===== config.mk =====
export PLATFORM = sky130hd
export DESIGN_NAME = fwd_hazard_tracker_flat
export DESIGN_NICKNAME = d
export VERILOG_FILES = /design/src/rtl/fwd_hazard_tracker_if.sv /design/src/rtl/fwd_hazard_tracker.sv /design/src/flat_wrapper.sv
export SDC_FILE = /design/constraint.sdc
export NUM_CORES = 1
export LEC_CHECK = 0
export CAP_MARGIN = 20
export CORE_UTILIZATION = 49
export CTS_CLUSTER_DIAMETER = 120
export CTS_CLUSTER_SIZE = 10
export DETAILED_ROUTE_END_ITERATION = 8
export GPL_ROUTABILITY_DRIVEN = 0
export GPL_TIMING_DRIVEN = 0
export PLACE_DENSITY = 0.79
export SLEW_MARGIN = 40
export SYNTH_ARGS = -nofsm -noshare
export SYNTH_HDL_FRONTEND = slang
export SYNTH_SLANG_ARGS = --single-unit
export TNS_END_PERCENT = 100

===== constraint.sdc =====
create_clock -name clk -period 1.9 [get_ports clk]
set_clock_uncertainty 0.05 [all_clocks]
set_input_delay 0.475 -clock clk [delete_from_list [all_inputs] [get_ports clk]]
set_output_delay 0.475 -clock clk [all_outputs]
set_load 0.05 [all_outputs]

===== src/rtl/fwd_hazard_tracker_if.sv =====
// Decode-side bundle for fwd_hazard_tracker: decode drives the id_* fields and
// pipeline controls, and the tracker returns forwarding selects and the stall.
interface fwd_hazard_tracker_if #(
    parameter int REG_W   = 5,
    parameter int NUM_SRC = 2,
    parameter int SEL_W   = 2
);
    logic                       id_valid;
    logic [NUM_SRC*REG_W-1:0]   id_src;
    logic [NUM_SRC-1:0]         id_src_used;
    logic [REG_W-1:0]           id_dst;
    logic                       id_write_reg;
    logic                       id_write_r0;
    logic                       id_is_load;
    logic                       pipe_hold;
    logic                       flush;
    logic [NUM_SRC*SEL_W-1:0]   fwd_sel;
    logic                       hazard_stall;

    modport master (
        output id_valid, id_src, id_src_used, id_dst, id_write_reg,
               id_write_r0, id_is_load, pipe_hold, flush,
        input  fwd_sel, hazard_stall
    );

    modport slave (
        input  id_valid, id_src, id_src_used, id_dst, id_write_reg,
               id_write_r0, id_is_load, pipe_hold, flush,
        output fwd_sel, hazard_stall
    );
endinterface


===== src/rtl/fwd_hazard_tracker.sv =====
// Operand-forwarding and load-use hazard unit beside decode.
// Define FWD_WRITE_R0_EN to track implicit R0 writes (id_write_r0).
module fwd_hazard_tracker #(
    parameter int REG_W      = 5,
    parameter int NUM_SRC    = 2,
    parameter int DEPTH      = 3,
    parameter int LOAD_STAGE = 2,
    parameter int SEL_W      = $clog2(DEPTH + 1)
) (
    input  logic                  clk,
    input  logic                  rst_n,
    fwd_hazard_tracker_if.slave   bus
);

    typedef struct packed {
        logic             valid;
        logic [REG_W-1:0] dst;
        logic             write_reg;
`ifdef FWD_WRITE_R0_EN
        logic             write_r0;
`endif
        logic             is_load;
    } entry_t;

    // entry_q[1] is EX, entry_q[2] is MEM, and so on.
    entry_t                   entry_q [1:DEPTH];
    entry_t                   new_rec_d;
    logic [NUM_SRC-1:0]       src_haz_d;
    logic [NUM_SRC*SEL_W-1:0] fwd_sel_d;
    logic                     stall_d;

    function automatic logic entry_hit(entry_t e, logic [REG_W-1:0] src);
        logic hit;
        hit = e.write_reg && (e.dst == src);
`ifdef FWD_WRITE_R0_EN
        hit = hit || (e.write_r0 && (src == '0));
`endif
        return e.valid && hit;
    endfunction

`ifndef FWD_WRITE_R0_EN
    logic unused_write_r0;
    assign unused_write_r0 = bus.id_write_r0;
`endif

    // Scanning from the youngest stage, the first hit wins.
    always_comb begin
        // NOTE: every output of this block is defaulted up front so no path
        // leaves a value unassigned and no latch is inferred.
        fwd_sel_d = '0;
        src_haz_d = '0;
        for (int s = 0; s < NUM_SRC; s++) begin
            logic found;
            found = 1'b0;
            for (int k = 1; k <= DEPTH; k++) begin
                if (!found && bus.id_src_used[s] &&
                    entry_hit(entry_q[k], bus.id_src[s*REG_W +: REG_W])) begin
                    found = 1'b1;
                    if (entry_q[k].is_load && (k < LOAD_STAGE))
                        src_haz_d[s] = 1'b1;
                    else
                        fwd_sel_d[s*SEL_W +: SEL_W] = SEL_W'(k);
                end
            end
        end
    end

    assign stall_d = bus.id_valid && (|src_haz_d);

    always_comb begin
        new_rec_d           = '0;
        new_rec_d.valid     = bus.id_valid && !stall_d && !bus.flush;
        new_rec_d.dst       = bus.id_dst;
        new_rec_d.write_reg = bus.id_write_reg;
`ifdef FWD_WRITE_R0_EN
        new_rec_d.write_r0  = bus.id_write_r0;
`endif
        new_rec_d.is_load   = bus.id_is_load;
    end

    // NOTE: the whole entry array is reset, not just a read pointer, because
    // a stale valid bit would produce false forwards right after reset.
    always_ff @(posedge clk or negedge rst_n) begin
        if (!rst_n) begin
            for (int k = 1; k <= DEPTH; k++) entry_q[k] <= '0;
        end else if (!bus.pipe_hold) begin
            // NOTE: non-blocking assignments let every stage shift from the
            // pre-edge values regardless of statement order.
            for (int k = DEPTH; k >= 2; k--) entry_q[k] <= entry_q[k-1];
            entry_q[1] <= new_rec_d;
        end
    end

    assign bus.fwd_sel      = fwd_sel_d;
    assign bus.hazard_stall = stall_d;

endmodule


===== src/flat_wrapper.sv =====
// flat-port wrapper written by rule: the top's interface ports become plain ports
module fwd_hazard_tracker_flat 
#(
    parameter int REG_W      = 5,
    parameter int NUM_SRC    = 2,
    parameter int DEPTH      = 3,
    parameter int LOAD_STAGE = 2,
    parameter int SEL_W      = $clog2(DEPTH + 1)
)
  (clk, rst_n, bus_id_valid, bus_id_src, bus_id_src_used, bus_id_dst, bus_id_write_reg, bus_id_write_r0, bus_id_is_load, bus_pipe_hold, bus_flush, bus_fwd_sel, bus_hazard_stall);
  fwd_hazard_tracker_if #(.REG_W(REG_W), .NUM_SRC(NUM_SRC), .SEL_W(SEL_W)) bus_i ();
  input  logic clk;
  input  logic rst_n;
  input wire logic [$bits(bus_i.id_valid)-1:0] bus_id_valid;
  input wire logic [$bits(bus_i.id_src)-1:0] bus_id_src;
  input wire logic [$bits(bus_i.id_src_used)-1:0] bus_id_src_used;
  input wire logic [$bits(bus_i.id_dst)-1:0] bus_id_dst;
  input wire logic [$bits(bus_i.id_write_reg)-1:0] bus_id_write_reg;
  input wire logic [$bits(bus_i.id_write_r0)-1:0] bus_id_write_r0;
  input wire logic [$bits(bus_i.id_is_load)-1:0] bus_id_is_load;
  input wire logic [$bits(bus_i.pipe_hold)-1:0] bus_pipe_hold;
  input wire logic [$bits(bus_i.flush)-1:0] bus_flush;
  output wire logic [$bits(bus_i.fwd_sel)-1:0] bus_fwd_sel;
  output wire logic [$bits(bus_i.hazard_stall)-1:0] bus_hazard_stall;
  assign bus_i.id_valid = bus_id_valid;
  assign bus_i.id_src = bus_id_src;
  assign bus_i.id_src_used = bus_id_src_used;
  assign bus_i.id_dst = bus_id_dst;
  assign bus_i.id_write_reg = bus_id_write_reg;
  assign bus_i.id_write_r0 = bus_id_write_r0;
  assign bus_i.id_is_load = bus_id_is_load;
  assign bus_i.pipe_hold = bus_pipe_hold;
  assign bus_i.flush = bus_flush;
  assign bus_fwd_sel = bus_i.fwd_sel;
  assign bus_hazard_stall = bus_i.hazard_stall;
  fwd_hazard_tracker #(.REG_W(REG_W), .NUM_SRC(NUM_SRC), .DEPTH(DEPTH), .LOAD_STAGE(LOAD_STAGE), .SEL_W(SEL_W)) u_core (.clk(clk), .rst_n(rst_n), .bus(bus_i));
endmodule

==> impl_results.md, run 1 <==
* Gr usage total at 0.2253
* Vias per cell at approximately 5.7
* Post-synthesis sequential area ratio at 0.4331
* CTS Sinks at 22
* Mapped Cells at 107
* # rows at 18
* FMAX at slightly above 400 MHz
* Max Cap Viol at 0
* Vias in the first global route at 962
* Most numerous cell on the critical path: buf_6
* Antenna Nets Post-Route at 0
* Buffers & Inverters on Critical Path at 2
* N_diodes at 0
* I/O pin total at 30
* Die ar. at 2802 sq um
* Syn-to-layout area delta at 37.89%
* GR Overflow Total at 0
* Initial Utilization at 0.5178
* Worst Setup SP: u_core.entry_q[2]
* Synthesized area at 1271 sq um
* Clk root buf: clkbuf_4
* Count of non-filler cells in the finished layout at ~180
* Worst-Skew Late Latency at 0.31 ns
* Crit path capture type: output pin
* Die Height at 52.94 um
* PortBufs at 28
* Hpwl dp at 2021 um
* CTS tree: built
* Total core area at roughly 2500 sq um
* DRT iter0 DRCs at 26
* Syn_nets at 132
* Layout net count at 171
* Clock transition at path regs at 0.12 ns
* Period minus WS final at 2.466 ns
* Vias at 1005
* Biggest regs: u_core.entry_q x22
* Post-Route WL at 3001 um
* Leakage power at 0.6983 nW
* Crit path max-delay family: simple AND/OR/NAND/NOR gates
* Slew @ Worst Pin at 0.4889 ns
* Post-cts hold buffer count at 0
* Reg2reg end: u_core.entry_q[23]
* Most common cell after layout, fill and taps aside: dfrtp_1
* Placed insts at roughly 170
* TritonRoute pass-1 iters at 4
* Levels on crit path at 6
* Largest net degree at the start of global routing at 23
* CTS HTree Levels at 1
* Yosys synthesis warning count at 0
* Initial antenna violation count at 0
* Number of flip-flops in the largest register at 22
* CTS Buffer Depth at 2
* Max-Slew Margin vs Limit at 0.6741
* Critical Path RT at between 1 and 1.5 ns
* Area leader, netlist: dfrtp_1
* Worst reg-to-reg path cell count at 6
* Worst-path maximum fanout at 2
* Status: finished, violations left
* Max Slew Vio Count at 0
* Violated checks: negative setup slack
* Min Hold Slack at 0.05167 ns
* DRC violations left at 0
* Die width at approximately 53 um
* Final Hold Fails at 0
* Reg-to-reg setup timing slack at 0.46 ns
* Hold/Removal Path Class: input port to async pin
* Mapped Avg Cell Area at between 10 and 15 sq um
* Mean routed wirelength per cell at 17.15 um
* Final setup fails at 5
* Worst setup endpoint: bus_fwd_sel[2]
* Synth cell types at 23
* Unrepaired setup endpoints after global routing: true
* Biggest register: u_core.entry_q
* Num CTS Buffers at 3
* Layout cell share with drive strength beyond 1 at 0.3655
* Post-synth top area share at 0.4331
* First-pass GRT wire length at between 4000 and 5000 um
* CP arrival at 1.94 ns
* Type of origin of the critical path: flop
* Most frequent cells in the layout: dfrtp_1, mux2_2, xor2_1, xnor2_1, clkdlybuf4s50_1
* Critical path type: flop to output pin
* Power per cell area at 700.9 nW/um^2
* Seq cells post-synth at 22
* VDD IR max at 0.6421 mV
* Final WS setup at -0.5664 ns
* Critical R2R Launch: u_core.entry_q[21]
* CP max stage delay at 0.43 ns
* Final period util at 1.298
* Cell-by-cell listing of the critical path: buf_6, xor2_2, nor4_2, nand4_1, o31ai_4, buf_6
* Synth area leaders: dfrtp_1, mux2_2, xor2_1
* FILL cells at 162
* Slowest-stage cell, CP: dfrtp_1
[worst min-delay path by stage]
stage	to	cells past startpoint	from
after detailed placement	u_core.entry_q[15]	1	rst_n
after global placement	u_core.entry_q[7]	1	u_core.entry_q[7]
after floorplan	u_core.entry_q[10]	0	rst_n
after global routing	u_core.entry_q[15]	1	rst_n
after CTS	u_core.entry_q[15]	1	rst_n
final	u_core.entry_q[15]	1	rst_n
[power breakdown]
group | total [W] | internal (W) | switching, W
Combinational | 0.000344 | 0.000190 | 0.000153
Sequential | 0.000625 | 0.000537 | 0.0000877
Clock | 0.000260 | 0.000117 | 0.000143
Total | 0.00123 | 0.000844 | 0.000384
[cells in the mapped netlist]
| cell type | n |
|---|---|
| or2_2 | 1 |
| nor4_1 | 3 |
| nand3_1 | 2 |
| dfrtp_1 | 22 |
| a21oi_1 | 2 |
| a2bb2oi_1 | 1 |
| o32ai_2 | 1 |
| nor4_2 | 1 |
| nor3_1 | 2 |
| inv_1 | 2 |
| mux2_2 | 21 |
| and4_1 | 2 |
| nor2_1 | 1 |
| xnor2_1 | 14 |
| buf_2 | 2 |
| or4_1 | 1 |
| o211a_1 | 1 |
| xor2_1 | 16 |
| nand4_1 | 6 |
| o31ai_1 | 2 |
| o21ai_0 | 2 |
| nand2_1 | 1 |
| nand2b_1 | 1 |
[per-layer routing]
layer | vias up | track usage | part of all wire
met5 | - | 0 | 0
met4 | 0 | 0.1096 | 0.022
met3 | 8 | 0.03736 | 0.040
met2 | 29 | 0.3713 | 0.51
met1 | 503 | 0.2836 | 0.43
li1 | 465 | - | -
[layout make-up]
cell class	instances	area, sq um	share of cell area
plain buffers	2	10.01	0.005710
clock buffers	4	36.28	0.02070
inverters	2	7.507	0.004283
well taps	30	37.54	0.02141
flip-flops and latches	22	550.5	0.3141
multi-input cells	81	789.5	0.4504
repair buffers	34	321.6	0.1834
[cells by family after synthesis]
family                    Yosys count  share of synthesized area
xor gates and xnor gates           30                     0.2067
DFF                                22                     0.4331
muxes                              21                     0.1860
and+or+nand+nor                    21                     0.1053
AOI/OAI and AO/OA                   9                    0.05512
buffers and inverters               4                    0.01378
[stage by stage]
stage | cell area [sq um] | setup TNS [ns] | total power, W | util | worst slack, ns
final | 1753 | -2.569 | 0.001229 | 0.7141 | -0.5664
after floorplan | 1304 | -0.9764 | 0.0008038 | - | -0.2687
after global routing | 1753 | -3.052 | 0.001288 | 0.7141 | -0.6413
after CTS | 1720 | -2.553 | 0.001204 | 0.7008 | -0.5756
after global placement | 1622 | -6.724 | 0.0009151 | 0.6606 | -1.426
after detailed placement | 1617 | -6.822 | 0.0009269 | 0.6585 | -1.446
[repair_timing]
| action | CTS | global route |
|---|---|---|
| setup buffers | 6 | 0 |
| gates resized for setup | 54 | 6 |
| cloned | 0 | 0 |
| endpoints found under the setup margin | 5 | 5 |
| pin swaps | 11 | 10 |
(Power assumes the default switching activity.)
==> run 2: changes to the inputs <==
--- a/config.mk
+++ b/config.mk
@@ -6,6 +6,7 @@
 export NUM_CORES = 1
 export LEC_CHECK = 0
 export CAP_MARGIN = 20
+export CORE_MARGIN = 2
 export CORE_UTILIZATION = 49
 export CTS_CLUSTER_DIAMETER = 120
 export CTS_CLUSTER_SIZE = 10
==> run 2 against run 1 <==
  * Total power grew 11%
  * Sequential share of layout area fell by 0.68 points
  * Highest routed layer unchanged
  * The run still ends with negative setup slack left
  * Largest cell class unchanged
  * Setup slack got worse by 0.0067 ns
==> impl_results.md, run 2 (synthesis gave the netlist of run 1 again) <==
* Status: finished, violations left
* Violated checks: negative setup slack
* Buffers & Inverters on Critical Path at 1 (-1)
* Min Hold Slack at 0.05182 ns (+0.0001419 ns)
* First-pass GRT wire length at 4954 um (+14%)
* Antenna Nets Post-Route at 0 (unchanged)
* Final setup fails at 5 (unchanged)
* Clk root buf: clkbuf_4
* Crit path max-delay family: simple AND/OR/NAND/NOR gates
* N_diodes at 0 (unchanged)
* Number of flip-flops in the largest register at 22 (unchanged)
* Cell-by-cell listing of the critical path: xnor2_2, nand4_1, or4_4, o31ai_4, buf_6
* Vias in the first global route at 1034 (+7.5%)
* Syn-to-layout area delta at 42.22%
* Max Slew Vio Count at 0 (unchanged)
* CTS tree: built
* Crit path capture type: output pin
* Clock transition at path regs at 0.13 ns (about the same)
* I/O pin total at 30 (unchanged)
* Worst-Skew Late Latency at 0.31 ns (about the same)
* Most common cell after layout, fill and taps aside: mux2_2
* Layout net count at 174 (+1.8%)
* Vias at 1031 (+2.6%)
* Mean routed wirelength per cell at 18.53 um (+8.1%)
* Gr usage total at 0.2426 (+0.01724)
* Hpwl dp at 2179 um (+7.8%)
* Post-Route WL at 3299 um (+9.9%)
* Final Hold Fails at 0 (unchanged)
* CP arrival at 1.95 ns (about the same)
* FMAX at 404.3 MHz (-0.27%)
* Layout cell share with drive strength beyond 1 at 0.4324 (+0.06692)
* Post-cts hold buffer count at 0 (unchanged)
* Die width at 54.94 um (+3.8%)
* Biggest register: u_core.entry_q
* Critical Path RT at 1.37 ns (about the same)
* DRT iter0 DRCs at 22 (-15%)
* GR peak layer: met2
* VDD IR max at 0.6387 mV (-0.52%)
* Type of origin of the critical path: flop
* DRC violations left at 0 (unchanged)
* CTS Buffer Depth at 2 (unchanged)
* Largest net degree at the start of global routing at 23 (unchanged)
* TritonRoute pass-1 iters at 4 (unchanged)
* Die Height at 54.94 um (+3.8%)
* Total core area at 2477 sq um (+0.92%)
* Power per cell area at 752.3 nW/um^2 (+7.3%)
* Critical path type: flop to output pin
* Max-Slew Margin vs Limit at 0.6678 (-0.006251)
* Core Util, Final at 0.7298 (+0.01573)
* Num CTS Buffers at 3 (unchanged)
* # rows at 18 (unchanged)
* Global Route met2 Usage at 0.3968 (+0.02552)
* CTS HTree Levels at 1 (unchanged)
* CP max stage delay at 0.54 ns (+0.11 ns)
* Initial antenna violation count at 0 (unchanged)
* PortBufs at 28 (unchanged)
* Hold/Removal Path Class: input port to async pin
* Biggest regs: u_core.entry_q x22
* Slew @ Worst Pin at 0.4982 ns (+0.009376 ns)
* GR Layer Usage met1 at 0.2955 (+0.01190)
* Vias per cell at 5.792 (+0.86%)
* Die ar. at 3018 sq um (+7.7%)
* M3 GR Usage at 0.04032 (+0.002966)
* Period minus WS final at 2.473 ns (+0.006684 ns)
* Final WS setup at -0.5731 ns (-0.006684 ns)
* Slowest-stage cell, CP: or4_4
* Worst-path maximum fanout at 3 (+1)
* FILL cells at 183 (+13%)
* Max Cap Viol at 0 (unchanged)
* GR Overflow Total at 0 (unchanged)
* Most frequent cells in the layout: mux2_2, dfrtp_1, xor2_1, xnor2_1, clkdlybuf4s50_1
* Unrepaired setup endpoints after global routing: true
* CTS Sinks at 22 (unchanged)
* Initial Utilization at 0.5131 (-0.004708)
* Leakage power at 0.7253 nW (+3.9%)
* Final period util at 1.302 (+0.003518)
-- run 2: cell count changes in the layout (fill, tap and decap cells not counted), moves of 2 or more --
cell,delta
buf_4,+4
dfrtp_1,-4
dlygate4sd2_1,-2
xnor2_2,+2
xnor2_1,-2
dfrtp_2,+4
-- run 2: path summary, 6_finish.rpt --
path / from / endpoint / slack (ns) / cells past startpoint
hold reg to reg: u_core.entry_q[6] / u_core.entry_q[6] / 0.55 / 1
hold / removal: rst_n / u_core.entry_q[20] / 0.05 / 1
max in group asynchronous: rst_n / u_core.entry_q[21] / 1.39 / 1
setup / recovery: u_core.entry_q[21] / bus_fwd_sel[2] / -0.57 / 5
min in group clk: u_core.entry_q[6] / u_core.entry_q[6] / 0.55 / 1
setup reg to reg: u_core.entry_q[21] / u_core.entry_q[23] / 0.35 / 5
-- run 2: area by class of cell --
| type | instances | area, sq um | share of cell area |
|---|---|---|---|
| Timing Repair Buffer | 37 | 344.1 | 0.1903 |
| Sequential cell | 22 | 555.5 | 0.3073 |
| Tap cell | 30 | 37.54 | 0.02076 |
| Buffer | 2 | 10.01 | 0.005536 |
| Multi-Input combinational cell | 81 | 800.8 | 0.4429 |
| Inverter | 2 | 7.507 | 0.004152 |
| Clock inverter | 1 | 30.03 | 0.01661 |
| Clock buffer | 3 | 22.52 | 0.01246 |
-- run 2: timing repair --
item                       CTS  global route
setup endpoints to repair    5             5
pin swaps                   13             8
resized for setup           62             6
setup buffers                7             2
-- run 2: worst reg2reg max path, stage by stage, from the launching register on --
cell     delay, ns
dfrtp_2       0.46
xnor2_1       0.19
nand4_1       0.21
nor3_2        0.30
buf_4         0.16
o31ai_1       0.07
-- run 2: where the power goes --
group	internal [W]	switching (W)	total, W
Clock	0.000213	0.000150	0.000363
Sequential	0.000539	0.0000934	0.000632
Combinational	0.000201	0.000164	0.000365
Total	0.000953	0.000407	0.00136
-- run 2: stage by stage --
| step | setup TNS, ns | total power, W | cells | setup slack (ns) | area, sq um |
|---|---|---|---|---|---|
| 6_report | -2.525 | 0.001360 | 178 | -0.5731 | 1808 |
| 5_1_grt | -2.928 | 0.001420 | 178 | -0.6241 | 1808 |
| 4_1_cts | -2.555 | 0.001326 | 176 | -0.5628 | 1775 |
| 3_5_place_dp | -7.124 | 0.0009311 | 165 | -1.517 | 1617 |
| 3_3_place_gp | -6.723 | 0.0009148 | 165 | -1.427 | 1622 |
| 2_1_floorplan | -0.9764 | 0.0008038 | 107 | -0.2687 | 1304 |
-- run 2: layer usage --
layer  part of all wire  vias up
li1                   -      472
met1               0.40      504
met2               0.53       39
met3              0.042       16
met4              0.035        0
met5                  0        -
==> run 3: changes to the inputs <==
--- a/config.mk
+++ b/config.mk
@@ -11,7 +11,6 @@
 export CTS_CLUSTER_DIAMETER = 120
 export CTS_CLUSTER_SIZE = 10
 export DETAILED_ROUTE_END_ITERATION = 8
-export GPL_ROUTABILITY_DRIVEN = 0
 export GPL_TIMING_DRIVEN = 0
 export PLACE_DENSITY = 0.79
 export SLEW_MARGIN = 40
==> results of run 3 <==
Final layout, timing and power as in run 2 (identical DEF).
